### config.mk
export PLATFORM = sky130hd
export DESIGN_NAME = cv32e40p_fault_monitor
export DESIGN_NICKNAME = d
export VERILOG_FILES = /design/src/rtl/cv32e40p_fault_pkg.sv /design/src/rtl/cv32e40p_fault_counter.sv /design/src/rtl/cv32e40p_fault_monitor.sv
export SDC_FILE = /design/constraint.sdc
export NUM_CORES = 1
export LEC_CHECK = 0
export ABC_AREA = 1
export BUFFER_PORTS_ARGS = -buffer_cell sky130_fd_sc_hd__buf_2
export CORE_UTILIZATION = 54
export DETAILED_ROUTE_END_ITERATION = 8
export PLACE_DENSITY = 0.89
export SYNTH_ARGS = -nofsm -noshare
export SYNTH_HDL_FRONTEND = slang
export SYNTH_SLANG_ARGS = --single-unit
### constraint.sdc
create_clock -name clk_i -period 1.87 [get_ports clk_i]
set_input_delay 0.374 -clock clk_i [delete_from_list [all_inputs] [get_ports clk_i]]
set_output_delay 0.374 -clock clk_i [all_outputs]
set_load 0.005 [all_outputs]
### src/rtl/cv32e40p_fault_pkg.sv
// Shared constants and types for the fault monitor: fault class layout,
// register offsets and a byte-lane mask helper.
package cv32e40p_fault_pkg;

  // Width of each fault class as presented by the core
  localparam int unsigned DIV_W   = 2;
  localparam int unsigned MEM_W   = 15;
  localparam int unsigned ECC_W   = 3;
  localparam int unsigned MULT_W  = 9;
  localparam int unsigned FAULT_W = DIV_W + MEM_W + ECC_W + MULT_W;

  // Position of each class inside the packed STATUS vector
  localparam int unsigned DIV_LSB  = 0;
  localparam int unsigned MEM_LSB  = DIV_LSB + DIV_W;
  localparam int unsigned ECC_LSB  = MEM_LSB + MEM_W;
  localparam int unsigned MULT_LSB = ECC_LSB + ECC_W;

  // Register byte offsets relative to BASE_ADDR
  localparam logic [4:0] OFF_STATUS   = 5'h00;
  localparam logic [4:0] OFF_PEND     = 5'h04;
  localparam logic [4:0] OFF_IRQ_EN   = 5'h08;
  localparam logic [4:0] OFF_CNT_DIV  = 5'h0C;
  localparam logic [4:0] OFF_CNT_MEM  = 5'h10;
  localparam logic [4:0] OFF_CNT_ECC  = 5'h14;
  localparam logic [4:0] OFF_CNT_MULT = 5'h18;
  localparam logic [4:0] OFF_RSVD     = 5'h1C;

  typedef enum logic [1:0] {
    FC_DIV  = 2'd0,
    FC_MEM  = 2'd1,
    FC_ECC  = 2'd2,
    FC_MULT = 2'd3
  } fault_class_e;

  // Expand four byte enables into a 32-bit bit mask
  function automatic logic [31:0] byte_mask(input logic [3:0] be);
    logic [31:0] m;
    for (int i = 0; i < 4; i++) begin
      m[8*i +: 8] = {8{be[i]}};
    end
    return m;
  endfunction

endpackage

### src/rtl/cv32e40p_fault_counter.sv
// Saturating event counter for one fault class.
module cv32e40p_fault_counter #(
  parameter int unsigned CNT_WIDTH = 16
) (
  input  logic                 clk_i,
  input  logic                 rst_ni,
  input  logic                 inc_i,
  input  logic                 clr_i,
  output logic [CNT_WIDTH-1:0] count_o
);

  logic [CNT_WIDTH-1:0] count_q;

  // Clear restarts the count, keeping a coincident event; otherwise count up and stick at all-ones
  always_ff @(posedge clk_i) begin
    if (!rst_ni) begin
      count_q <= '0;
    end else if (clr_i) begin
      count_q <= inc_i ? CNT_WIDTH'(1) : '0;
    end else if (inc_i && (count_q != '1)) begin
      count_q <= count_q + CNT_WIDTH'(1);
    end
  end

  assign count_o = count_q;

endmodule

### src/rtl/cv32e40p_fault_monitor.sv
// Fault monitor: sticky fault status, per-class edge counters and a maskable
// interrupt, all exposed through an always-ready OBI-style register port.
module cv32e40p_fault_monitor
  import cv32e40p_fault_pkg::*;
#(
  parameter int unsigned CNT_WIDTH = 16,
  parameter logic [31:0] BASE_ADDR = 32'h0
) (
  input  logic              clk_i,
  input  logic              rst_ni,
  input  logic [DIV_W-1:0]  div_tmr_err_i,
  input  logic [MEM_W-1:0]  mem_err_i,
  input  logic [ECC_W-1:0]  ecc_err_i,
  input  logic [MULT_W-1:0] tmr_mult_err_i,
  input  logic              req_i,
  output logic              gnt_o,
  input  logic [31:0]       addr_i,
  input  logic              we_i,
  input  logic [3:0]        be_i,
  input  logic [31:0]       wdata_i,
  output logic              rvalid_o,
  output logic [31:0]       rdata_o,
  output logic              irq_o
);

  logic [FAULT_W-1:0]   fault_vec;
  logic [FAULT_W-1:0]   status_q;
  logic [FAULT_W-1:0]   status_d;
  logic [FAULT_W-1:0]   status_clr;
  logic [3:0]           class_or;
  logic [3:0]           class_or_q;
  logic [3:0]           class_evt;
  logic [3:0]           pend_q;
  logic [3:0]           pend_d;
  logic [3:0]           pend_clr;
  logic [3:0]           irq_en_q;
  logic                 irq_en_we;
  logic [3:0]           cnt_clr;
  logic [CNT_WIDTH-1:0] cnt_q [4];
  logic [31:0]          cnt_ext [4];
  logic [31:0]          offset;
  logic [4:0]           reg_off;
  logic [31:0]          be_mask;
  logic                 in_range;
  logic                 wr_acc;
  logic                 cnt_wr;
  logic                 rd_acc;
  logic [31:0]          rd_value;
  logic                 unused_bits;

  assign gnt_o = req_i;

  // Pack the fault inputs into STATUS layout and detect rising edges of each class
  always_comb begin
    fault_vec          = {tmr_mult_err_i, ecc_err_i, mem_err_i, div_tmr_err_i};
    class_or           = '0;
    class_or[FC_DIV]   = |div_tmr_err_i;
    class_or[FC_MEM]   = |mem_err_i;
    class_or[FC_ECC]   = |ecc_err_i;
    class_or[FC_MULT]  = |tmr_mult_err_i;
    class_evt          = class_or & ~class_or_q;
  end

  // Decode the register access and derive clear/write strobes; new faults win over clears
  always_comb begin
    offset     = addr_i - BASE_ADDR;
    reg_off    = {offset[4:2], 2'b00};
    in_range   = (offset[31:5] == '0);
    be_mask    = byte_mask(be_i);
    wr_acc     = req_i && we_i && in_range;
    rd_acc     = req_i && !we_i;
    cnt_wr     = wr_acc && (be_i != 4'b0000);
    status_clr = '0;
    pend_clr   = '0;
    irq_en_we  = 1'b0;
    cnt_clr    = '0;
    if (wr_acc && (reg_off == OFF_STATUS)) begin
      status_clr = wdata_i[FAULT_W-1:0] & be_mask[FAULT_W-1:0];
    end
    if (wr_acc && (reg_off == OFF_PEND)) begin
      pend_clr = wdata_i[3:0] & be_mask[3:0];
    end
    if (wr_acc && (reg_off == OFF_IRQ_EN) && be_i[0]) begin
      irq_en_we = 1'b1;
    end
    cnt_clr[FC_DIV]  = cnt_wr && (reg_off == OFF_CNT_DIV);
    cnt_clr[FC_MEM]  = cnt_wr && (reg_off == OFF_CNT_MEM);
    cnt_clr[FC_ECC]  = cnt_wr && (reg_off == OFF_CNT_ECC);
    cnt_clr[FC_MULT] = cnt_wr && (reg_off == OFF_CNT_MULT);
    status_d   = (status_q & ~status_clr) | fault_vec;
    pend_d     = (pend_q & ~pend_clr) | class_evt;
  end

  // Read mux over the current (pre-update) register values, counters zero-extended
  always_comb begin
    for (int c = 0; c < 4; c++) begin
      cnt_ext[c] = '0;
      cnt_ext[c][CNT_WIDTH-1:0] = cnt_q[c];
    end
    rd_value = '0;
    if (in_range) begin
      case (reg_off)
        OFF_STATUS:   rd_value = {{(32-FAULT_W){1'b0}}, status_q};
        OFF_PEND:     rd_value = {28'h0, pend_q};
        OFF_IRQ_EN:   rd_value = {28'h0, irq_en_q};
        OFF_CNT_DIV:  rd_value = cnt_ext[FC_DIV];
        OFF_CNT_MEM:  rd_value = cnt_ext[FC_MEM];
        OFF_CNT_ECC:  rd_value = cnt_ext[FC_ECC];
        OFF_CNT_MULT: rd_value = cnt_ext[FC_MULT];
        default:      rd_value = '0;
      endcase
    end
  end

  // State registers, interrupt and the single-cycle response
  always_ff @(posedge clk_i) begin
    if (!rst_ni) begin
      status_q   <= '0;
      class_or_q <= '0;
      pend_q     <= '0;
      irq_en_q   <= '0;
      irq_o      <= 1'b0;
      rvalid_o   <= 1'b0;
      rdata_o    <= '0;
    end else begin
      status_q   <= status_d;
      class_or_q <= class_or;
      pend_q     <= pend_d;
      if (irq_en_we) begin
        irq_en_q <= wdata_i[3:0];
      end
      irq_o      <= |(pend_d & irq_en_q);
      rvalid_o   <= req_i;
      rdata_o    <= rd_acc ? rd_value : '0;
    end
  end

  // One saturating counter per fault class
  for (genvar c = 0; c < 4; c++) begin : g_cnt
    cv32e40p_fault_counter #(
      .CNT_WIDTH (CNT_WIDTH)
    ) u_counter (
      .clk_i   (clk_i),
      .rst_ni  (rst_ni),
      .inc_i   (class_evt[c]),
      .clr_i   (cnt_clr[c]),
      .count_o (cnt_q[c])
    );
  end

  assign unused_bits = ^{wdata_i[31:FAULT_W], be_mask[31:FAULT_W], offset[1:0]};

endmodule
Yosys cells after proc, flatten, opt, wreduce, memory -nomap -nowiden
Cells that the tools add are included.

operators by class
  add/subtract/negate cells = 4
  eq/ne operators = 10
  multiplexer cells = 16
  bitwise gates (word level) = 11
  reduce and logical (&&, ||, !) cells = 31

operators by type and width
  cell                     count
  $pmux W29 S7             1
  $mux W16                 8
  $add A16 B1 Y16 const B  4
  $ne A16 B16 Y1 const B   4
  $and A29 B29 Y29         2
  $mux W29                 1
  $not A29 Y29             1
  $or A29 B29 Y29          1
  $logic_not A27 Y1        1
  $and A4 B4 Y4            4
  $logic_and A1 B1 Y1      16
  $reduce_or A15 Y1        1
  $eq A3 B3 Y1 const B     3
  $reduce_or A9 Y1         1
  $not A4 Y4               2
  $reduce_bool A2 Y1       4
  $eq A3 B2 Y1 const B     2
  $logic_not A5 Y1         1
  $mux W1                  5
  $mux W4                  1
  $or A4 B4 Y4             1
  $reduce_bool A4 Y1       1
  $reduce_or A4 Y1         1
  $eq A3 B1 Y1 const B     1
  other kinds (5)          5

word-level totals
  bits in registers = 139
  input port bits = 101
  output and inout bits = 35
  logic and storage cells = 83

Logic depth before layout (Yosys ltp)
  depth after elaboration = 9
  gate-level depth with buffers = 12
  depth with buffers taken out = 12

By module
Synthesis repeated with hierarchy kept, for this count alone.

second synthesis, totals
  cell total of the unflattened synthesis = 1097
  area total of the unflattened synthesis = 7329.5 sq um

modules (own cells, without submodules)
  module                  instances  cells an instance  area an instance (sq um)
  cv32e40p_fault_counter  4          160                1006.0
  cv32e40p_fault_monitor  1          457                3305.7

Worst setup path after synthesis
Ideal clock, no wire load.

  path type = reg-to-reg
  from = reg g_cnt[2].u_counter.count_q[0]
  to = reg g_cnt[2].u_counter.count_q[14]
  setup time = 0.117 ns
  arrival time = 1.587 ns
  required time = 1.753 ns
  setup slack = 0.165 ns
  cell stages (with the launch flop) = 12
  buffers on the path = 0
  cells stage by stage = dfxtp_1 -> ha_1 -> nand3_1 -> nor2_2 -> nand2_1 -> nor2_1 -> nand2_1 -> nand2_4 -> inv_2 -> nand3_1 -> xor2_1 -> nor2_1

between the ends
  cells in the longest elaborated chain, start to end = 3

RTL lines
  what                                               RTL line                                                    source
  from (decl)                                        cv32e40p_fault_counter.sv:12                                logic [CNT_WIDTH-1:0] count_q;
  from (signal assigned)                             cv32e40p_fault_counter.sv:19                                count_q <= inc_i ? CNT_WIDTH'(1) : '0;
  from (signal assigned)                             cv32e40p_fault_counter.sv:21                                count_q <= count_q + CNT_WIDTH'(1);
  $add A16 B1 Y16 or $ne A16 B16 Y1 (tied branches)  cv32e40p_fault_counter.sv:21, cv32e40p_fault_counter.sv:20
  $mux W16 or $logic_and A1 B1 Y1 (tied branches)    cv32e40p_fault_counter.sv:20                                end else if (inc_i && (count_q != '1)) begin
  $mux W16 or $reduce_bool A2 Y1 (tied branches)     -

Parallel ways exist; a longest one is shown, timed or not. The select of a mux whose other input is x is not followed.
A chain may end at the register's enable or synchronous reset.

Worst setup path in the final report
  from = reg g_cnt[2].u_counter.count_q[1]
  to = reg g_cnt[2].u_counter.count_q[0]

between the ends
  cells in the longest elaborated chain, start to end = 3

RTL lines
  what                          RTL line
  $ne A16 B16 Y1                cv32e40p_fault_counter.sv:20
  $logic_and A1 B1 Y1           cv32e40p_fault_counter.sv:20
  $reduce_bool A2 Y1 (no line)  -

Every way passes these cells.

==> qor.csv <==
stage;metric;value;unit
sta;clock skew after layout;0.00894;ns
logic_synthesis;synthesized instance count;935;
floorplan;horizontal die dimension;111;um
place;Post-Place Worst Slack;-0.125;ns
floorplan;area of the core region;11600;um^2
logic_synthesis;asr flop ratio synth;0;%
power;static power due to leakage;3.48;nW
logic_synthesis;share of the yosys chip area belonging to registers;42.1;%
setup_path;capture point of the worst path;g_cnt[2].u_counter.count_o[0];
clock_tree;TritonCTS clock tree;built;
setup_path;critical path launch point;g_cnt[2].u_counter.count_o[1];
logic_synthesis;FF+latch count, synth;136;
place;input/output buffers;127;
logic_synthesis;synthesis warning total;0;
floorplan;starting utilization of the core area;55.9;%
route;count of unresolved DRC violations after routing;6;
setup_path;crit start category;flip-flop;
route;Starting DRT DRC Count;905;
worst_hold_path;class of the tightest hold or removal check;primary input to flip-flop;
setup_path;r2r endpoint;g_cnt[2].u_counter.count_o[0];
power;maximum resistive drop on vdd;0.756;mV
run_status;outcome;finished with violations;
logic_synthesis;Post-synth EDFFs;0;
place;DPL Wire Length;14.8;mm
power;power per cell area;871;nW/um^2
finish;Antenna Cells;0;
floorplan;height of the chip;111;um
setup_path;endpoint class of the critical path;flip-flop;
clock_tree;Max Buffers Root-to-Sink;2;
clock_tree;insertion delay to the later sink of the worst-skew pair;0.43;ns
global_route;Total GRT Usage;33.5;%
sta;setup total negative slack;0;ns
finish;nets@finish;1219;
logic_synthesis;dominant synthesized flop cell;dfxtp_1;
setup_path;reg-to-reg setup timing slack;0.05;ns
clock_tree;CTS Root Buffer Type;clkbuf_16;
floorplan;number of I/O pins;136;
sta;Final Max Tran Viols;0;
floorplan;row cnt;39;
finish;layout overhead on the synthesized area;28.9;%
power;total power of the final layout;7.26;mW
setup_path;beginning of the worst register-to-register path;g_cnt[2].u_counter.count_o[1];
logic_synthesis;top-count cell post-synth;nand2_1;
sta;worst path setup slack after routing;0.0548;ns
setup_path;Worst R2R Path Depth;12;
route;routed length per placed instance;16.4;um
route;ANT nets after route;0;
setup_path;list of cells traversed by the critical path;ha_2 > nand3_1 > nor2_2 > nand2_1 > nor2_2 > nand2_1 > nand2_4 > nand2_4 > o21ai_1 > inv_1 > nand2_1 > inv_1;
clock_tree;total clock buffers created by CTS;17;
sta;measured slew at the worst slew-check pin;0.523;ns
worst_hold_path;hold path startpoint;tmr_mult_err_i[2];
finish;layout cell share with drive strength beyond 1;22.7;%
clock_tree;clock input transition at the sequential cells of the worst setup and hold paths;0.06;ns
floorplan;area of the die;12400;um^2
global_route;vias in the first global route;6841;
finish;number of fillers in the final layout;874;
sta;number of hold violations in the final report;0;
global_route;leftover overflow at the end of global routing;0;
sta;setup repair after global routing missed its margin;yes;
logic_synthesis;syn_area_per_cell;6.92;um^2
logic_synthesis;area share of the leading cell type in the synthesized netlist;42.1;%
sta;setup violators final;0;
global_route;largest net degree at the start of global routing;21;
route;total detailed-routing wirelength;20.8;mm
sta;fin crit share;97.1;%
job;number of max-capacitance violations reported;0;
global_route;first-pass GRT wire length;32.9;mm
route;First-pass DRT Iterations;8;
setup_path;slowest cell delay on critical path;0.36;ns
clock_tree;CTS Hold Bufs;0;
global_route;initial antenna violation count;0;
setup_path;arrival time worst endpoint;2.14;ns
setup_path;most frequent cell on the critical path;nand2_1;
logic_synthesis;cell type with the largest total area after synthesis;dfxtp_1;
sta;Final min period;1.82;ns
route;vias per std cell;5.76;
logic_synthesis;ranking of synthesized cells by area;dfxtp_1, nand2_1, a21oi_1;
clock_tree;number of clock sinks;136;
setup_path;CP max FO;9;
setup_path;WS Path Type;flip-flop to flip-flop;
sta;Max Clk Rate;551;MHz
place;RD Place Congestion;0.949;
clock_tree;number of H-tree branching levels;4;
logic_synthesis;count of unique library cells instantiated by Yosys;43;
setup_path;cell with the biggest individual delay on the critical path;dfxtp_1;
run_status;failing checks;design-rule violations;
route;count of vias placed by the detailed router;7317;
logic_synthesis;Netlist Area Pre-Place;6470;um^2
logic_synthesis;most frequent cells after synthesis;nand2_1, dfxtp_1, inv_1, nor2_1, a21oi_1;
sta;headroom to the max-slew limit;64.2;%
setup_path;required arrival time at the worst endpoint;2.19;ns
-- layout by cell type (no fill, tap or decap), types with 3 or more instances in the layout --
cell type   instances
inv_1             123
dfxtp_1           134
nand2_1           190
buf_2             127
nand4_1            24
nor2_2              6
xor2_1             10
conb_1              3
a211oi_1            4
nor2_4              3
a221oi_1           11
a21oi_1            92
nand2_2             7
buf_12              3
inv_2               4
bufinv_16           4
nor3_1             37
ha_1                3
clkinvlp_4          6
buf_4              54
a31oi_1             4
o211ai_1            3
nor4_1              8
o21ai_0            31
nor2_1            109
o22ai_1            14
nand3_1            60
clkbuf_16          17
-- worst min path at each step --
stage | end | slack (ns) | depth (start not counted)
floorplan | rdata_o[20] | 0.42 | 2
global placement | rdata_o[18] | 0.43 | 2
detailed placement | rdata_o[26] | 0.43 | 2
CTS | status_q[24] | 0.16 | 3
global route | status_q[25] | 0.16 | 3
finish | status_q[22] | 0.17 | 3
-- timing repair --
action                     4_1_cts  5_1_grt
resized for setup                1       21
setup endpoints to repair        1       34
gates cloned                     0        1
setup buffers                    0        4
-- kinds of logic (layout without fill, tap and decap cells) --
| logic type | count (synthesis) | in the layout | share of synthesized area (%) |
|---|---|---|---|
| XOR/XNOR | 11 | 11 | 1.49 |
| AO/OA/AOI/OAI | 169 | 169 | 14.8 |
| buffers and inverters | 158 | 348 | 9.81 |
| flip-flops | 136 | 136 | 42.1 |
| AND/OR/NAND/NOR | 456 | 456 | 31.0 |
| adder cells (fa/ha/maj) | 4 | 4 | 0.774 |
| other | 1 | 3 | 0.0580 |
-- through the flow --
stage / util, % / hold slack (ns) / area, um^2 / instances
floorplan: - / 0.424 / 6470 / 937
global placement: 65.6 / 0.430 / 7590 / 1233
detailed placement: 65.6 / 0.432 / 7590 / 1233
CTS: 71.2 / 0.164 / 8240 / 1265
global route: 72.1 / 0.164 / 8330 / 1270
finish: 72.1 / 0.171 / 8330 / 1270
-- state kept, by name, summed over array words and instances (netlist names) --
name	count
pend_q	4
g_cnt.u_counter.count_o	64
irq_o	1
rvalid_o	1
status_q	29
irq_en_q	4
rdata_o	29
class_or_q	4
-- worst max-delay path, delay by kind of cell, from the launching register on --
family / cells / cell delay (ns)
buffers and inverters: 2 / 0.09
and+or+nand+nor: 8 / 0.88
DFF: 1 / 0.36
AOI/OAI and AO/OA: 1 / 0.15
adders and majority gates: 1 / 0.20
-- per-layer routing --
| metal | global-route usage, % | vias up | wire length [um] |
|---|---|---|---|
| met5 | 0 | - | 0 |
| met4 | 14.9 | 0 | 708 |
| met3 | 8.11 | 77 | 2100 |
| met2 | 55.1 | 439 | 10000 |
| met1 | 41.7 | 3356 | 7990 |
| li1 | - | 3445 | - |
-- report_power, final --
part	total (mW)	switching, mW	internal, mW
logic	0.551	0.330	0.221
registers	3.03	0.0508	2.98
clock network	3.69	1.37	2.31
total	7.26	1.75	5.51
-- cell type report --
cell class,instances,area [um^2],share of cell area [%]
well taps,143,179,2.15
clock inverters,13,193,2.31
repair inverters,1,5.00,0.0601
inverters,130,497,5.96
multi-input cells,643,3170,38.0
flip-flops and latches,136,2730,32.7
clock buffers,19,453,5.43
repair buffers,185,1110,13.3
Note: power is estimated with default switching activity, not from simulation.
